### src/rtl/pipe_scroller_if.sv
// pipe_scroller_if: groups the game-control inputs and the playfield outputs
// of the pipe scroller.
//   start, halt, pattern : game-side controls and generator pattern (master drives)
//   grid, probe          : playfield, column 0 in the low byte; probe = column 0
//   passed, step         : one-cycle pulses following a scroll step
//   running              : high while the scroller is in RUN
//   dbg_state            : current FSM state, for observation only
// Valid/ready is not used here: every signal is a level or a single-cycle pulse
// that is sampled on the rising clock edge. There is no backpressure.
interface pipe_scroller_if #(
    parameter int COLS = 8
);
    logic                start;
    logic                halt;
    logic [7:0]          pattern;
    logic [8*COLS-1:0]   grid;
    logic [7:0]          probe;
    logic                passed;
    logic                step;
    logic                running;
    logic [1:0]          dbg_state;

    modport master (
        output start, halt, pattern,
        input  grid, probe, passed, step, running, dbg_state
    );

    modport slave (
        input  start, halt, pattern,
        output grid, probe, passed, step, running, dbg_state
    );
endinterface

### src/rtl/pipe_scroller.sv
// pipe_scroller: scrolls generator column patterns right-to-left across a
// COLS-wide, 8-row playfield. One scroll step happens every TICK_DIV cycles
// while running. A pipe column is injected every PIPE_SPACING steps.
//   Clock : system clock
//   reset : synchronous, active-high reset
//   bus   : pipe_scroller_if slave
//           (start/halt/pattern in; grid/probe/passed/step/running/dbg_state out)
module pipe_scroller #(
    parameter int TICK_DIV     = 4,
    parameter int PIPE_SPACING = 4,
    parameter int COLS         = 8
) (
    input  logic            Clock,
    input  logic            reset,
    pipe_scroller_if.slave  bus
);

    localparam int TW = (TICK_DIV > 1) ? $clog2(TICK_DIV) : 1;
    localparam int SW = (PIPE_SPACING > 1) ? $clog2(PIPE_SPACING) : 1;
    localparam logic [TW-1:0] TICK_LAST  = TW'(TICK_DIV - 1);
    localparam logic [SW-1:0] SPACE_LAST = SW'(PIPE_SPACING - 1);

    typedef enum logic [1:0] {
        IDLE = 2'd0,
        RUN  = 2'd1,
        HALT = 2'd2
    } state_t;

    state_t              state, next_state;
    logic [8*COLS-1:0]   grid_q;
    logic [TW-1:0]       tick_cnt;
    logic [SW-1:0]       space_cnt;
    logic                passed_q, step_q, running_q;

    // Control strobes produced by the output process
    logic                clear_game;   // fresh game on entry to RUN
    logic                advance;      // a RUN cycle that is not halted
    logic                do_step;      // advance on the last tick of a step
    logic [7:0]          new_col;

    // State register
    always_ff @(posedge Clock) begin
        if (reset) state <= IDLE;
        else       state <= next_state;
    end

    // Next-state logic
    always_comb begin
        next_state = state;
        case (state)
            IDLE:    if (bus.start) next_state = RUN;
            RUN:     if (bus.halt)  next_state = HALT;   // halt beats start here
            HALT:    if (bus.start) next_state = RUN;
            default: next_state = IDLE;
        endcase
    end

    // Output / control decode
    always_comb begin
        clear_game = 1'b0;
        advance    = 1'b0;
        do_step    = 1'b0;
        new_col    = 8'h00;
        if (state != RUN && bus.start) clear_game = 1'b1;
        // halt suppresses any step due in the same cycle
        if (state == RUN && !bus.halt) begin
            advance = 1'b1;
            do_step = (tick_cnt == TICK_LAST);
        end
        if (space_cnt == '0) new_col = bus.pattern;
    end

    // Playfield datapath and registered pulses
    always_ff @(posedge Clock) begin
        if (reset) begin
            grid_q    <= '0;
            tick_cnt  <= '0;
            space_cnt <= '0;
            passed_q  <= 1'b0;
            step_q    <= 1'b0;
            running_q <= 1'b0;
        end else begin
            passed_q  <= 1'b0;
            step_q    <= 1'b0;
            running_q <= (next_state == RUN);
            if (clear_game) begin
                grid_q    <= '0;
                tick_cnt  <= '0;
                space_cnt <= '0;
            end else if (advance) begin
                if (do_step) begin
                    tick_cnt  <= '0;
                    // column 0 sits in the low byte, so shifting right moves
                    // every column one place to the left on screen
                    grid_q    <= {new_col, grid_q[8*COLS-1:8]};
                    space_cnt <= (space_cnt == SPACE_LAST) ? '0 : space_cnt + 1'b1;
                    passed_q  <= (grid_q[7:0] != 8'h00);
                    step_q    <= 1'b1;
                end else begin
                    tick_cnt <= tick_cnt + 1'b1;
                end
            end
        end
    end

    assign bus.grid      = grid_q;
    assign bus.probe     = grid_q[7:0];
    assign bus.passed    = passed_q;
    assign bus.step      = step_q;
    assign bus.running   = running_q;
    assign bus.dbg_state = state;

endmodule

### src/flat_wrapper.sv
// flat-port wrapper written by rule: the top's interface ports become plain ports
module pipe_scroller_flat 
#(
    parameter int TICK_DIV     = 4,
    parameter int PIPE_SPACING = 4,
    parameter int COLS         = 8
)
  (Clock, reset, bus_start, bus_halt, bus_pattern, bus_grid, bus_probe, bus_passed, bus_step, bus_running, bus_dbg_state);
  pipe_scroller_if #(.COLS(COLS)) bus_i ();
  input  logic Clock;
  input  logic reset;
  input wire logic [$bits(bus_i.start)-1:0] bus_start;
  input wire logic [$bits(bus_i.halt)-1:0] bus_halt;
  input wire logic [$bits(bus_i.pattern)-1:0] bus_pattern;
  output wire logic [$bits(bus_i.grid)-1:0] bus_grid;
  output wire logic [$bits(bus_i.probe)-1:0] bus_probe;
  output wire logic [$bits(bus_i.passed)-1:0] bus_passed;
  output wire logic [$bits(bus_i.step)-1:0] bus_step;
  output wire logic [$bits(bus_i.running)-1:0] bus_running;
  output wire logic [$bits(bus_i.dbg_state)-1:0] bus_dbg_state;
  assign bus_i.start = bus_start;
  assign bus_i.halt = bus_halt;
  assign bus_i.pattern = bus_pattern;
  assign bus_grid = bus_i.grid;
  assign bus_probe = bus_i.probe;
  assign bus_passed = bus_i.passed;
  assign bus_step = bus_i.step;
  assign bus_running = bus_i.running;
  assign bus_dbg_state = bus_i.dbg_state;
  pipe_scroller #(.TICK_DIV(TICK_DIV), .PIPE_SPACING(PIPE_SPACING), .COLS(COLS)) u_core (.Clock(Clock), .reset(reset), .bus(bus_i));
endmodule
### config.mk
export PLATFORM = sky130hd
export DESIGN_NAME = pipe_scroller_flat
export DESIGN_NICKNAME = d
export VERILOG_FILES = /design/src/rtl/pipe_scroller_if.sv /design/src/rtl/pipe_scroller.sv /design/src/flat_wrapper.sv
export SDC_FILE = /design/constraint.sdc
export NUM_CORES = 1
export LEC_CHECK = 0
export BUFFER_PORTS_ARGS = -buffer_cell sky130_fd_sc_hd__clkbuf_2
export CORE_MARGIN = 2
export CORE_UTILIZATION = 44
export DETAILED_ROUTE_END_ITERATION = 6
export PLACE_DENSITY = 0.78
export SLEW_MARGIN = 20
export SYNTH_ARGS = -nofsm -noshare
export SYNTH_HDL_FRONTEND = slang
export SYNTH_SLANG_ARGS = --single-unit
export TNS_END_PERCENT = 10
### constraint.sdc
create_clock -name Clock -period 1.4 [get_ports Clock]
set_input_delay 0.14 -clock Clock [delete_from_list [all_inputs] [get_ports Clock]]
set_output_delay 0.14 -clock Clock [all_outputs]
set_load 0.05 [all_outputs]
==> impl_metrics.ini <==
[critical_path]
critPathArrivalTime_ps = 1720
r2r_setup_slack_ps = -50
worstSetupEndpointType = flop
criticalPathCategory = reg2reg
startpoint_type = flop
crit_fanout = 5
critPathRequiredTime_ps = 1670

[yosys]
synth.avg_cell_area_um2 = 9.57
syn_nets = 283
synth_seq_area_share = 0.570
synth_warnings = 0
synth-seq-cells = 73
syn_inst = 268
netlist_area_um2 = 2560
synth.distinct_cells = 28

[global_routing]
antenna_found_initial = 0
grt.overflow.total = 0
grt.total_usage = 0.200
grt_pass1_vias = 2076
grt_start_max_net_pins = 39
grt_pass1_wl_mm = 10.0

[place]
hpwl_mm = 4.17
port_buffers = 88
placed_area_um2 = 3100
gp_congestion = 0.698

[timing]
fin_worst_skew_ps = 9.58
slew_headroom = 0.763
period_needed_ps = 1450
fmax_ghz = 0.690
rsz0062_at_grt = true
hold_viol_final = 0
tightestPinTransition_ps = 356
layout_setup_ws_ps = -49.9
finalSetupViolCount = 14
final_max_slew_viol_count = 0
fin_crit_sh = 1.04

[pwr]
clock_power_share = 0.432
p_leak_nw = 1.45
ir_worst_vdd_mv = 0.614
p_sw_frac = 0.212
p_comb_frac = 0.046
p_seq_frac = 0.522
p_switching_uw = 851
pwr_density_cell_nw_per_um2 = 1160
power.internal_mw = 3.15

[clocking]
h-tree-depth = 3
cts_made_buffers = 9
clock_latency_ps = 330
clockBufferDepth = 2
cts.sinks = 73
hold_buffers = 0
cts_tree = done
path_clk_slew_ps = 70
cts_root_buf = clkbuf_8

[cells_and_area]
fin_area_um2 = 3460
syn2layout_area_growth_pct = 35.0
n_fill_cell = 482
final_nets = 377
drive_gt1_frac = 0.379
final_util = 0.621
diodes = 0

[hold_path]
min_path_type = in2reg

[route]
dr.pass1.iters = 7
wire_per_inst_um = 14.8
vias = 2285
totalWireLength_mm = 6.49
routed_via_density = 5.21
ant_nets = 0
drt_iter0_markers = 104
drc = 0

[die]
rows = 27
io_pins = 89
die_w_um = 80.3
core_area_um2 = 5570
die_area_um2 = 6450
initial_utilization = 0.460
die_h_um = 80.3

[job]
maxCapViolCount = 0

[run_status]
violations = negative setup slack
status = finished, violations left
-- what timing repair did --
| item | in CTS | in global routing |
|---|---|---|
| pin swaps | 4 | 12 |
| buffers inserted | 5 | 0 |
| resized for setup | 7 | 10 |
| gates cloned | 1 | 0 |
| endpoints found under the setup margin | 67 | 45 |
| endpoints found under the hold margin | 0 | 0 |
-- per-stage QoR --
step | hold slack, ps | power [mW] | TNS, ps | setup slack (ps) | cells
final | 45.0 | 4.00 | -491 | -49.9 | 439
after global routing | 51.3 | 4.13 | -1110 | -95.6 | 439
after CTS | 30.1 | 4.02 | -258 | -32.0 | 439
after detailed placement | 383 | 2.28 | -15670 | -505 | 417
after global placement | 380 | 2.27 | -11910 | -414 | 417
after floorplan | 199 | 2.22 | 0 | 7.56 | 268
-- registers in the layout, indices dropped and copies added (netlist names) --
name	cells
u_core.bus.dbg_state	2
u_core.bus.passed	1
u_core.bus.running	1
u_core.tick_cnt	2
u_core.space_cnt	2
u_core.bus.step	1
u_core.bus.grid	64
-- power by group through the flow --
stage,sequential (mW),combinational [mW],clock (mW)
after global routing,2.09,0.195,1.85
after floorplan,2.15,0.0632,0
after global placement,2.13,0.140,0
after CTS,2.09,0.174,1.76
after detailed placement,2.13,0.143,0
final,2.09,0.184,1.73
-- worst paths after layout --
path                                    start                          endpoint  cells past startpoint
max           u_core.tick_cnt[1]$_SDFFE_PP0P_  u_core.bus.grid[27]$_SDFFE_PP0P_                      6
max reg2reg   u_core.tick_cnt[1]$_SDFFE_PP0P_  u_core.bus.grid[27]$_SDFFE_PP0P_                      6
min                            bus_pattern[3]  u_core.bus.grid[59]$_SDFFE_PP0P_                      3
min reg2reg  u_core.bus.grid[13]$_SDFFE_PP0P_   u_core.bus.grid[5]$_SDFFE_PP0P_                      2
-- critical path, stage by stage, from the launching register on --
cell,delay [ps]
dfxtp_2,350
ha_4,160
and4bb_4,230
buf_12,130
a211oi_4,240
buf_6,160
a22o_1,130
-- cell usage after synthesis, drive strengths merged --
library cell	instances	area (um^2)
dfxtp	73	1460
nand2	68	255
a21oi	40	200
a22o	28	245
buf	20	134
nand3	8	40.0
clkbuf	6	23.8
nor2	4	15.0
ha	3	37.5
inv	3	11.3
nor4	2	12.5
a211oi	1	20.0
a21boi	1	7.51
a21o	1	7.51
and3b	1	8.76
and4bb	1	16.3
mux2i	1	10.0
nand2b	1	6.26
nand3b	1	7.51
nand4bb	1	11.3
nor3	1	5.00
nor3b	1	12.5
or3	1	6.26
xnor2	1	8.76
-- routing by layer --
layer	wire, um	global-route usage	vias up	share of wire
met5	0	0	-	0
met4	99	0.0831	0	0.015
met3	386	0.0382	9	0.059
met2	3120	0.325	86	0.48
met1	2890	0.259	1084	0.44
li1	-	-	1106	-
-- cell type report --
| class | count | area, um^2 | share of cell area |
|---|---|---|---|
| flip-flops and latches | 73 | 1470 | 0.425 |
| well taps | 72 | 90.1 | 0.0260 |
| multi-input cells | 167 | 1000 | 0.289 |
| inverters | 3 | 11.3 | 0.00325 |
| clock buffers | 10 | 128 | 0.0369 |
| repair buffers | 108 | 677 | 0.196 |
| clock inverters | 6 | 82.6 | 0.0239 |
-- cells in the final DEF, fill, tap and decap left out, types with 2 or more instances in the layout --
cell type and instances:
nor2_1 4, buf_4 11, a21oi_1 37, dfxtp_1 69, clkbuf_8 9, buf_6 3, nor4_1 2, a22o_1 28
nand3_1 7, clkinv_2 3, ha_1 2, buf_12 6, dfxtp_4 2, dfxtp_2 2, bufinv_16 2, nand2_1 68
clkbuf_2 88, a21oi_2 3, inv_1 3, a211oi_4 2
-- logic make-up (layout without fill, tap and decap cells) --
family / Yosys count / in the layout / synth area share
AO/OA/AOI/OAI: 71 / 72 / 0.187
XOR/XNOR: 1 / 1 / 0.00342
adder cells (fa/ha/maj): 3 / 3 / 0.0146
buffers and inverters: 29 / 127 / 0.0659
flip-flops: 73 / 73 / 0.570
multiplexers: 1 / 1 / 0.00390
AND/OR/NAND/NOR: 90 / 90 / 0.155
(Power assumes the default switching activity.)
